**src/rtl/nixie_pkg.sv**
```systemverilog
// Shared constants and types for the nixie/7-seg scan controller.
// Latency: n/a (definitions only).
// Backpressure: n/a.
package nixie_pkg;

    localparam int NUM_DIGITS = 8;

    typedef enum logic [1:0] {
        ST_IDLE  = 2'd0,
        ST_BLANK = 2'd1,
        ST_SHOW  = 2'd2
    } state_t;

    // Active-high {g,f,e,d,c,b,a} patterns; entry i is hex digit i.
    localparam logic [15:0][6:0] SEG_TABLE = {
        7'h71, 7'h79, 7'h5E, 7'h39, 7'h7C, 7'h77, 7'h6F, 7'h7F,
        7'h07, 7'h7D, 7'h6D, 7'h66, 7'h4F, 7'h5B, 7'h06, 7'h3F
    };

endpackage

```
**src/rtl/nixie_seg_decode.sv**
```systemverilog
// Hex nibble to active-low 7-segment pattern.
// Latency: combinational.
// Backpressure: none.
// Ports: hex (4-bit value in), seg_n (active-low {g,f,e,d,c,b,a} out).
module nixie_seg_decode
    import nixie_pkg::*;
(
    input  logic [3:0] hex,
    output logic [6:0] seg_n
);

    assign seg_n = ~SEG_TABLE[hex];

endmodule

```
**src/rtl/nixie_scan_ctrl.sv**
```systemverilog
// Multiplexed 8-digit display scanner with double-buffered frame data.
// Latency: sel/seg/frame_done registered, one cycle behind scan state.
// Backpressure: wr_ready low while pending buffer holds an unapplied frame.
// Ports: clk, rst_n (async active-low), en (scan enable),
//        wr_valid/wr_ready/wr_data/wr_dp/wr_mask (frame write handshake),
//        sel/seg (active-low digit select and segments), frame_done (pulse).
module nixie_scan_ctrl
    import nixie_pkg::*;
#(
    parameter int SCAN_DIV  = 50000,
    parameter int BLANK_CYC = 500
) (
    input  logic                  clk,
    input  logic                  rst_n,
    input  logic                  en,
    input  logic                  wr_valid,
    output logic                  wr_ready,
    input  logic [31:0]           wr_data,
    input  logic [NUM_DIGITS-1:0] wr_dp,
    input  logic [NUM_DIGITS-1:0] wr_mask,
    output logic [NUM_DIGITS-1:0] sel,
    output logic [7:0]            seg,
    output logic                  frame_done
);

    if (SCAN_DIV < BLANK_CYC + 1) begin : g_bad_params
        $error("nixie_scan_ctrl: SCAN_DIV must be at least BLANK_CYC+1");
    end

    localparam int            PW        = (SCAN_DIV > 1) ? $clog2(SCAN_DIV) : 1;
    localparam logic [PW-1:0] PRESC_MAX = PW'(SCAN_DIV - 1);
    localparam logic [PW-1:0] BLANK_LIM = PW'(BLANK_CYC);

    state_t                  state_q, state_d;
    logic [PW-1:0]           presc_q, presc_d;
    logic [2:0]              idx_q, idx_d;

    logic [31:0]             act_data, pend_data;
    logic [NUM_DIGITS-1:0]   act_dp, act_mask, pend_dp, pend_mask;
    logic                    pend_full;

    logic                    slot_end, frame_end, wr_fire, load_act;
    logic [6:0]              seg7_n;

    assign slot_end  = (state_q != ST_IDLE) && (presc_q == PRESC_MAX);
    assign frame_end = en && slot_end && (idx_q == 3'd7);
    assign wr_ready  = !pend_full;
    assign wr_fire   = wr_valid && wr_ready;
    // Pending frame applies immediately when dark, else only at a frame boundary
    // so a frame is never shown half-old, half-new.
    assign load_act  = pend_full && ((state_q == ST_IDLE) || frame_end);

    // Slot phase is a pure function of the prescaler: the first BLANK_CYC
    // counts are blank, the rest show the digit.
    always_comb begin
        presc_d = presc_q + 1'b1;
        idx_d   = idx_q;
        if (!en || state_q == ST_IDLE) begin
            presc_d = '0;
            idx_d   = '0;
        end else if (slot_end) begin
            presc_d = '0;
            idx_d   = idx_q + 3'd1;
        end
        if (!en) begin
            state_d = ST_IDLE;
        end else if (presc_d < BLANK_LIM) begin
            state_d = ST_BLANK;
        end else begin
            state_d = ST_SHOW;
        end
    end

    always_ff @(posedge clk or negedge rst_n) begin
        if (!rst_n) begin
            state_q <= ST_IDLE;
            presc_q <= '0;
            idx_q   <= '0;
        end else begin
            state_q <= state_d;
            presc_q <= presc_d;
            idx_q   <= idx_d;
        end
    end

    always_ff @(posedge clk or negedge rst_n) begin
        if (!rst_n) begin
            act_data  <= '0;
            act_dp    <= '0;
            act_mask  <= '0;
            pend_data <= '0;
            pend_dp   <= '0;
            pend_mask <= '0;
            pend_full <= 1'b0;
        end else if (load_act) begin
            act_data  <= pend_data;
            act_dp    <= pend_dp;
            act_mask  <= pend_mask;
            pend_full <= 1'b0;
        end else if (wr_fire) begin
            pend_data <= wr_data;
            pend_dp   <= wr_dp;
            pend_mask <= wr_mask;
            pend_full <= 1'b1;
        end
    end

    nixie_seg_decode u_dec (
        .hex   (act_data[{idx_q, 2'b00} +: 4]),
        .seg_n (seg7_n)
    );

    // Gating on en as well as state makes the display go dark on the very
    // next edge after en falls, rather than one cycle later via IDLE.
    always_ff @(posedge clk or negedge rst_n) begin
        if (!rst_n) begin
            sel        <= '1;
            seg        <= '1;
            frame_done <= 1'b0;
        end else begin
            if (en && state_q == ST_SHOW && act_mask[idx_q]) begin
                sel <= ~(8'd1 << idx_q);
                seg <= {~act_dp[idx_q], seg7_n};
            end else begin
                sel <= '1;
                seg <= '1;
            end
            frame_done <= frame_end;
        end
    end

endmodule

```
**config.mk**
```make
export PLATFORM = sky130hd
export DESIGN_NAME = nixie_scan_ctrl
export DESIGN_NICKNAME = d
export VERILOG_FILES = /design/src/rtl/nixie_pkg.sv /design/src/rtl/nixie_seg_decode.sv /design/src/rtl/nixie_scan_ctrl.sv
export SDC_FILE = /design/constraint.sdc
export NUM_CORES = 1
export LEC_CHECK = 0
export CAP_MARGIN = 20
export CELL_PAD_IN_SITES_DETAIL_PLACEMENT = 0
export CELL_PAD_IN_SITES_GLOBAL_PLACEMENT = 1
export CORE_UTILIZATION = 50
export CTS_CLUSTER_SIZE = 14
export DETAILED_ROUTE_END_ITERATION = 7
export GPL_TIMING_DRIVEN = 0
export HOLD_SLACK_MARGIN = 0.06
export PLACE_DENSITY_LB_ADDON = 0.1
export SYNTH_ARGS = -nofsm -noshare
export SYNTH_HDL_FRONTEND = slang
export SYNTH_SLANG_ARGS = --single-unit
```
**constraint.sdc**
```tcl
create_clock -name clk -period 5 [get_ports clk]
set_input_delay 1 -clock clk [delete_from_list [all_inputs] [get_ports clk]]
set_output_delay 1 -clock clk [all_outputs]
set_load 0.02 [all_outputs]
```
==> results.tsv, run 1 <==
metric	value	unit
Die Span X	111.1	µm
1st-pass router iterations	8	
Top Family by Delay on Critical Path	buffers and inverters	
CP cell instances	clkbuf_1 -> buf_1 -> mux4_2 -> mux2i_1 -> inv_1 -> ha_1 -> a211oi_1 -> o21ai_0	
worst path required time	5.30	ns
H-tree depth	4	
via count	3715	
I/O Buffers	69	
crit path max fanout	10	
DIE HEIGHT	111.1	µm
clk_lat worst skew	0.41	ns
Crit path buffers/inverters	3	
Setup Crit Path Kind	reg2reg	
dpl cell area	6853	µm²
DRT iter0 DRCs	168	
r2r setup slk	1.88	ns
GRT Total Usage	0.2103	
Achievable Freq	321.0	MHz
Placer Congestion	0.8709	
Fill cells	890	
post-route cell area	7488	µm²
DRC	12	
row count	39	
Avg WL per Cell	17.01	µm
RSZ-0062 raised after global routing	no	
syn_nets	495	
clk root buf	clkbuf_16	
worst vdd ir	325.5	µV
met1 usage	0.2779	
pre-CTS setup slack	1.722	ns
sequential element share of the synthesized area	0.5707	
ANT cells	0	
number of flops mapped to enable cells by yosys	0	
met3 Resource Use GR	0.04975	
nets	584	
Via density	5.496	
Final setup viols	0	
num ports	70	
Post-CTS Setup Inserts	0	
Final Cycle Share	0.6231	
Max-Cap Viols	0	
Hold Buf Count CTS	0	
status	complete, but fails checks	
Netlist cell types	47	
post-synthesis cell type with the largest combined area	dfrtp_1	
pin count of the biggest net entering global routing	95	
die area	12350	µm²
Synth area leaders	dfrtp_1 (50%), mux2_2 (16%), dfstp_2 (7.1%)	
Max Slew Vio Count	0	
LEAKAGE	3.139	nW
relative slew slack	0.3638	
#FFs+latches synth	135	
max incr delay on CP	0.62	ns
vias in the first global route	3897	
clock tree buffer depth	2	
Hold WS	0.4944	ns
failing checks	DRC	
DRT Wirelength	11.50	mm
clock transition at the registers of the reported paths	0.06	ns
Tightest Pin Transition	0.9444	ns
crit path DAT	3.41	ns
antenna-violating nets left	0	
Worst Setup Start Kind	flip-flop	
layout cell share with drive strength beyond 1	0.3227	
Core ar.	11520	µm²
area share of the largest cell type after synthesis	0.5001	
Syn Inst Count	431	
Num CTS Buffers	17	
Yosys warnings	0	
Setup TNS	0	ns
busiest grt layer	met2	
DP HPWL	7.868	mm
first-pass GRT wire length	19.62	mm
PwrDens	475.3	nW/µm²
CTS tree	yes	
register area	3398	µm²
syn_area_per_cell	13.82	µm²
initial antenna violation count	0	
footprint of the multi-input gates	2415	µm²
crit path time final	3.116	ns
asr flop ratio synth	1.000	
Clock Skews	0.007170	ns
initial core utilization	0.5171	
Post-Syn Area	5954	µm²
Final Worst Setup Slack	1.884	ns
clk sink count	135	
P&R area growth vs syn	25.76	%
met2 Use GR	0.3245	
Worst setup EP type	flip-flop	
post-CTS sizing	0	
total gr overflow	0	
top_reg_cell synth	dfrtp_1	
slowest cell on the critical path	buf_1	
final hold viol count	0	
min-delay worst type	in2async	
[worst register-to-register path: cells and delay by family, from the launching register on]
| kind | cells | cell delay [ns] |
|---|---|---|
| DFF | 1 | 0.39 |
| adders and majority gates | 1 | 0.25 |
| muxes | 2 | 0.87 |
| AOI/OAI and AO/OA | 2 | 0.38 |
| buffers and inverters | 3 | 1.11 |
[power by group]
part | internal (mW) | switching [mW]
registers | 1.40 | 0.157
logic | 0.423 | 0.269
clock network | 0.852 | 0.459
[worst paths after layout]
| kind | from | to | cells after the start |
|---|---|---|---|
| max in group asynchronous | rst_n | act_data[21] | 2 |
| worst max-delay path | idx_q[1] | seg[3] | 8 |
| worst min register to register | pend_data[10] | pend_data[10] | 1 |
| worst max register to register | idx_q[1] | seg[3] | 8 |
| worst min-delay path | rst_n | presc_q[0] | 1 |
| min in group clk | pend_data[10] | pend_data[10] | 1 |
[logic make-up after synthesis]
family                   synth area share
adder cells (fa/ha/maj)           0.02521
AND/OR/NAND/NOR                   0.07901
XOR/XNOR                          0.02206
flip-flops                         0.5707
AO/OA/AOI/OAI                     0.03824
multiplexers                       0.2410
buffers and inverters             0.02374
[final cells by class]
| type | count | area share |
|---|---|---|
| timing repair buffer | 70 | 0.09607 |
| tap | 143 | 0.02389 |
| clock buffer | 22 | 0.06600 |
| clock inverter | 10 | 0.01888 |
| sequential | 135 | 0.4538 |
| buffer | 20 | 0.01287 |
| multi-input combinational | 264 | 0.3225 |
| inverter | 12 | 0.006015 |
[layout by cell type (no fill, tap or decap), types with 4 or more instances in the layout]
cell type,n
clkbuf_8,5
mux2i_1,5
mux2_4,9
nand4_1,4
nor4_1,5
xnor2_1,10
buf_1,5
clkbuf_16,17
dfstp_2,16
clkdlybuf4s50_1,68
nand3_1,8
nand2_1,30
dfrtp_1,119
ha_1,12
inv_1,12
mux2_2,87
clkbuf_1,8
a21oi_1,4
mux4_2,12
nor2_1,22
buf_2,5
o21ai_0,5
nor3_1,6
xor2_1,5
[per-stage QoR]
| stage | std cells | util | power (mW) |
|---|---|---|---|
| floorplan | 431 | - | 2.046 |
| global placement | 643 | 0.5926 | 2.226 |
| detailed placement | 644 | 0.5951 | 2.265 |
| CTS | 676 | 0.6503 | 3.597 |
| global route | 676 | 0.6503 | 3.745 |
| finish | 676 | 0.6503 | 3.560 |
[Yosys cell counts (2+ instances only)]
cell type	number
and3_1	2
xor2_1	5
ha_1	12
mux2i_1	5
buf_6	2
o21ai_0	5
xnor2_1	10
nor2_1	22
nand4_1	4
o31ai_1	2
nand3_1	8
nand2_1	30
and2_1	2
or3_1	2
mux2_2	87
nor4_1	5
nor3_1	6
o211ai_1	3
o221ai_1	3
clkbuf_1	8
a21oi_1	4
mux2_4	9
inv_1	12
o21a_1	2
nor4b_1	2
nand3b_1	3
dfrtp_1	119
a211oi_1	3
dfstp_2	16
mux4_2	12
buf_2	5
buf_1	5
o21ba_2	2
[flip-flops by register name, indices dropped and copies added, names as in the netlist]
signal / count
idx_q: 3
seg: 8
pend_full: 1
frame_done: 1
sel: 8
presc_q: 16
act_dp: 8
pend_mask: 8
act_mask: 8
pend_data: 32
state_q: 2
act_data: 32
pend_dp: 8
[layer usage]
metal,wire length (µm),vias to the layer above
li1,-,1727
met1,5390,1890
met2,5443,81
met3,407,17
met4,254,0
met5,0,-
(Power assumes the default switching activity.)
==> run 2: changes to the inputs <==
Settings changed: CORE_UTILIZATION 50 to 42.
Clock period 5 ns to 2.8 ns, I/O delays scaled along.
==> run 2 against run 1 <==
The run now ends clean. Flip-flop and latch count is the same. Sequential share of layout area shrank 0.46 points. First-iteration DRC count shrank 12%. Core utilization shrank 11 points. Die area grew 19%. Sequential power grew 78%. Global-route usage shrank 3.0 points. Count of clock-buffer cells in the layout grew 2. Worst setup slack lost 1.8 ns. Critical path depth is the same. Non-clock buffer count shrank 1. Register-to-register slack lost 1.8 ns. Critical endpoint is now act_dp[3]. Largest power group unchanged. Highest routed layer unchanged.
==> results.tsv, run 2 (synthesis results as in run 1) <==
metric	value	unit
r2r setup slk	0.13	ns
crit path max fanout	10	
clk_lat worst skew	0.41	ns
Largest regs	act_data: 32 flops, pend_data: 32 flops, presc_q: 16 flops	
most frequent cells in the layout	dfrtp_1 (119), mux2_2 (87), clkdlybuf4s50_1 (68)	
post-route cell area	7565	µm²
Placer Congestion	0.8017	
Die Span X	121.1	µm
Final Worst Setup Slack	0.1250	ns
DIE HEIGHT	121.1	µm
PwrDens	855.0	nW/µm²
Post-CTS Setup Inserts	0	
row count	43	
Final Cycle Share	0.9554	
clk sink count	135	
Setup TNS	0	ns
status	complete, no violations	
crit path time final	2.675	ns
Setup Crit Path Kind	reg2reg	
Worst Setup SP	presc_q[0]	
DRT Wirelength	11.76	mm
Hold Buf Count CTS	0	
1st-pass router iterations	4	
DRC	0	
initial core utilization	0.4290	
P&R area growth vs syn	27.04	%
clk root buf	clkbuf_16	
GRT Total Usage	0.1806	
Core Util, Final	0.5450	
via count	3650	
H-tree depth	4	
layout cell share with drive strength beyond 1	0.3214	
DP HPWL	8.049	mm
final hold viol count	0	
nets	583	
Worst Setup Start Kind	flip-flop	
first-pass GRT wire length	19.68	mm
RSZ-0062 raised after global routing	no	
FF-to-FF Start	presc_q[0]	
Avg WL per Cell	16.51	µm
min-delay worst type	in2async	
Final setup viols	0	
Fill cells	1208	
Core ar.	13880	µm²
ANT cells	0	
relative slew slack	0.3185	
worst vdd ir	402.8	µV
num ports	70	
Via density	5.126	
clock transition at the registers of the reported paths	0.05	ns
Max-Cap Viols	0	
Max Slew Vio Count	0	
antenna-violating nets left	0	
vias in the first global route	3803	
CTS tree	yes	
clock tree buffer depth	2	
worst path required time	3.10	ns
dpl cell area	6899	µm²
LEAKAGE	3.147	nW
I/O Buffers	69	
die area	14660	µm²
Clock Skews	0.006907	ns
Num CTS Buffers	17	
Tightest Pin Transition	1.012	ns
commonest non-fill, non-tap cell in the layout	dfrtp_1	
DRT iter0 DRCs	148	
Achievable Freq	373.8	MHz
total power	6.468	mW
crit path DAT	2.97	ns
Worst setup EP type	flip-flop	
initial antenna violation count	0	
pin count of the biggest net entering global routing	82	
total gr overflow	0	
pre-CTS setup slack	-0.3054	ns
[run 2: cell types whose count changed in the layout (fill, tap and decap cells not counted), sizes merged]
cell / before / now
buf: 14 / 13
clkinvlp: 2 / 1
clkbuf: 30 / 32
clkinv: 4 / 2
bufinv: 3 / 5
inv: 13 / 12
[run 2: layer usage]
layer / global-route usage / wire [µm] / up-vias / share of wire
li1: - / - / 1712 / -
met1: 0.2386 / 5547 / 1849 / 0.47
met2: 0.2836 / 5602 / 74 / 0.48
met3: 0.04840 / 436 / 15 / 0.037
met4: 0.06944 / 170 / 0 / 0.014
met5: 0 / 0 / - / 0
[run 2: what timing repair did]
action | CTS | global route
hold endpoints to repair | 0 | 0
endpoints found under the setup margin | 12 | 5
resized for setup | 2 | 2
[run 2: final cells by class]
class / instances / area, µm² / share of cell area
flip-flops and latches: 135 / 3398 / 0.4492
inverters: 12 / 45.04 / 0.005954
well taps: 180 / 225.2 / 0.02977
clock buffers: 24 / 491.7 / 0.06500
plain buffers: 19 / 96.34 / 0.01274
multi-input cells: 264 / 2422 / 0.3202
repair buffers: 70 / 719.4 / 0.09510
clock inverters: 8 / 166.4 / 0.02200
[run 2: path summary, 6_finish.rpt]
check / to / cells after the start
max in group asynchronous: seg[1] / 2
min: presc_q[3] / 1
min reg2reg: act_data[29] / 1
max reg2reg: act_dp[3] / 8
max: act_dp[3] / 8
min in group clk: act_data[29] / 1
[run 2: worst max-delay path, stage by stage (launching register included)]
cell and delay [ns]:
dfrtp_1 0.44, ha_1 0.30, nand3_2 0.26, or3_4 0.50, nor4_4 0.30, o21ai_2 0.12
buf_6 0.17, buf_6 0.16, mux2_4 0.30
[run 2: power breakdown]
part           internal, mW  total [mW]  switching [mW]
Sequential             2.50        2.78           0.279
Clock                  1.67        2.45           0.784
Combinational         0.760        1.24           0.475
Total                  4.93        6.47            1.54
[run 2: stage by stage]
step           hold slack, ns  std cells
2_1_floorplan          0.2644        431
3_3_place_gp           0.4829        680
3_5_place_dp           0.4914        681
4_1_cts                0.1052        713
5_1_grt                0.1238        712
6_report              0.09323        712
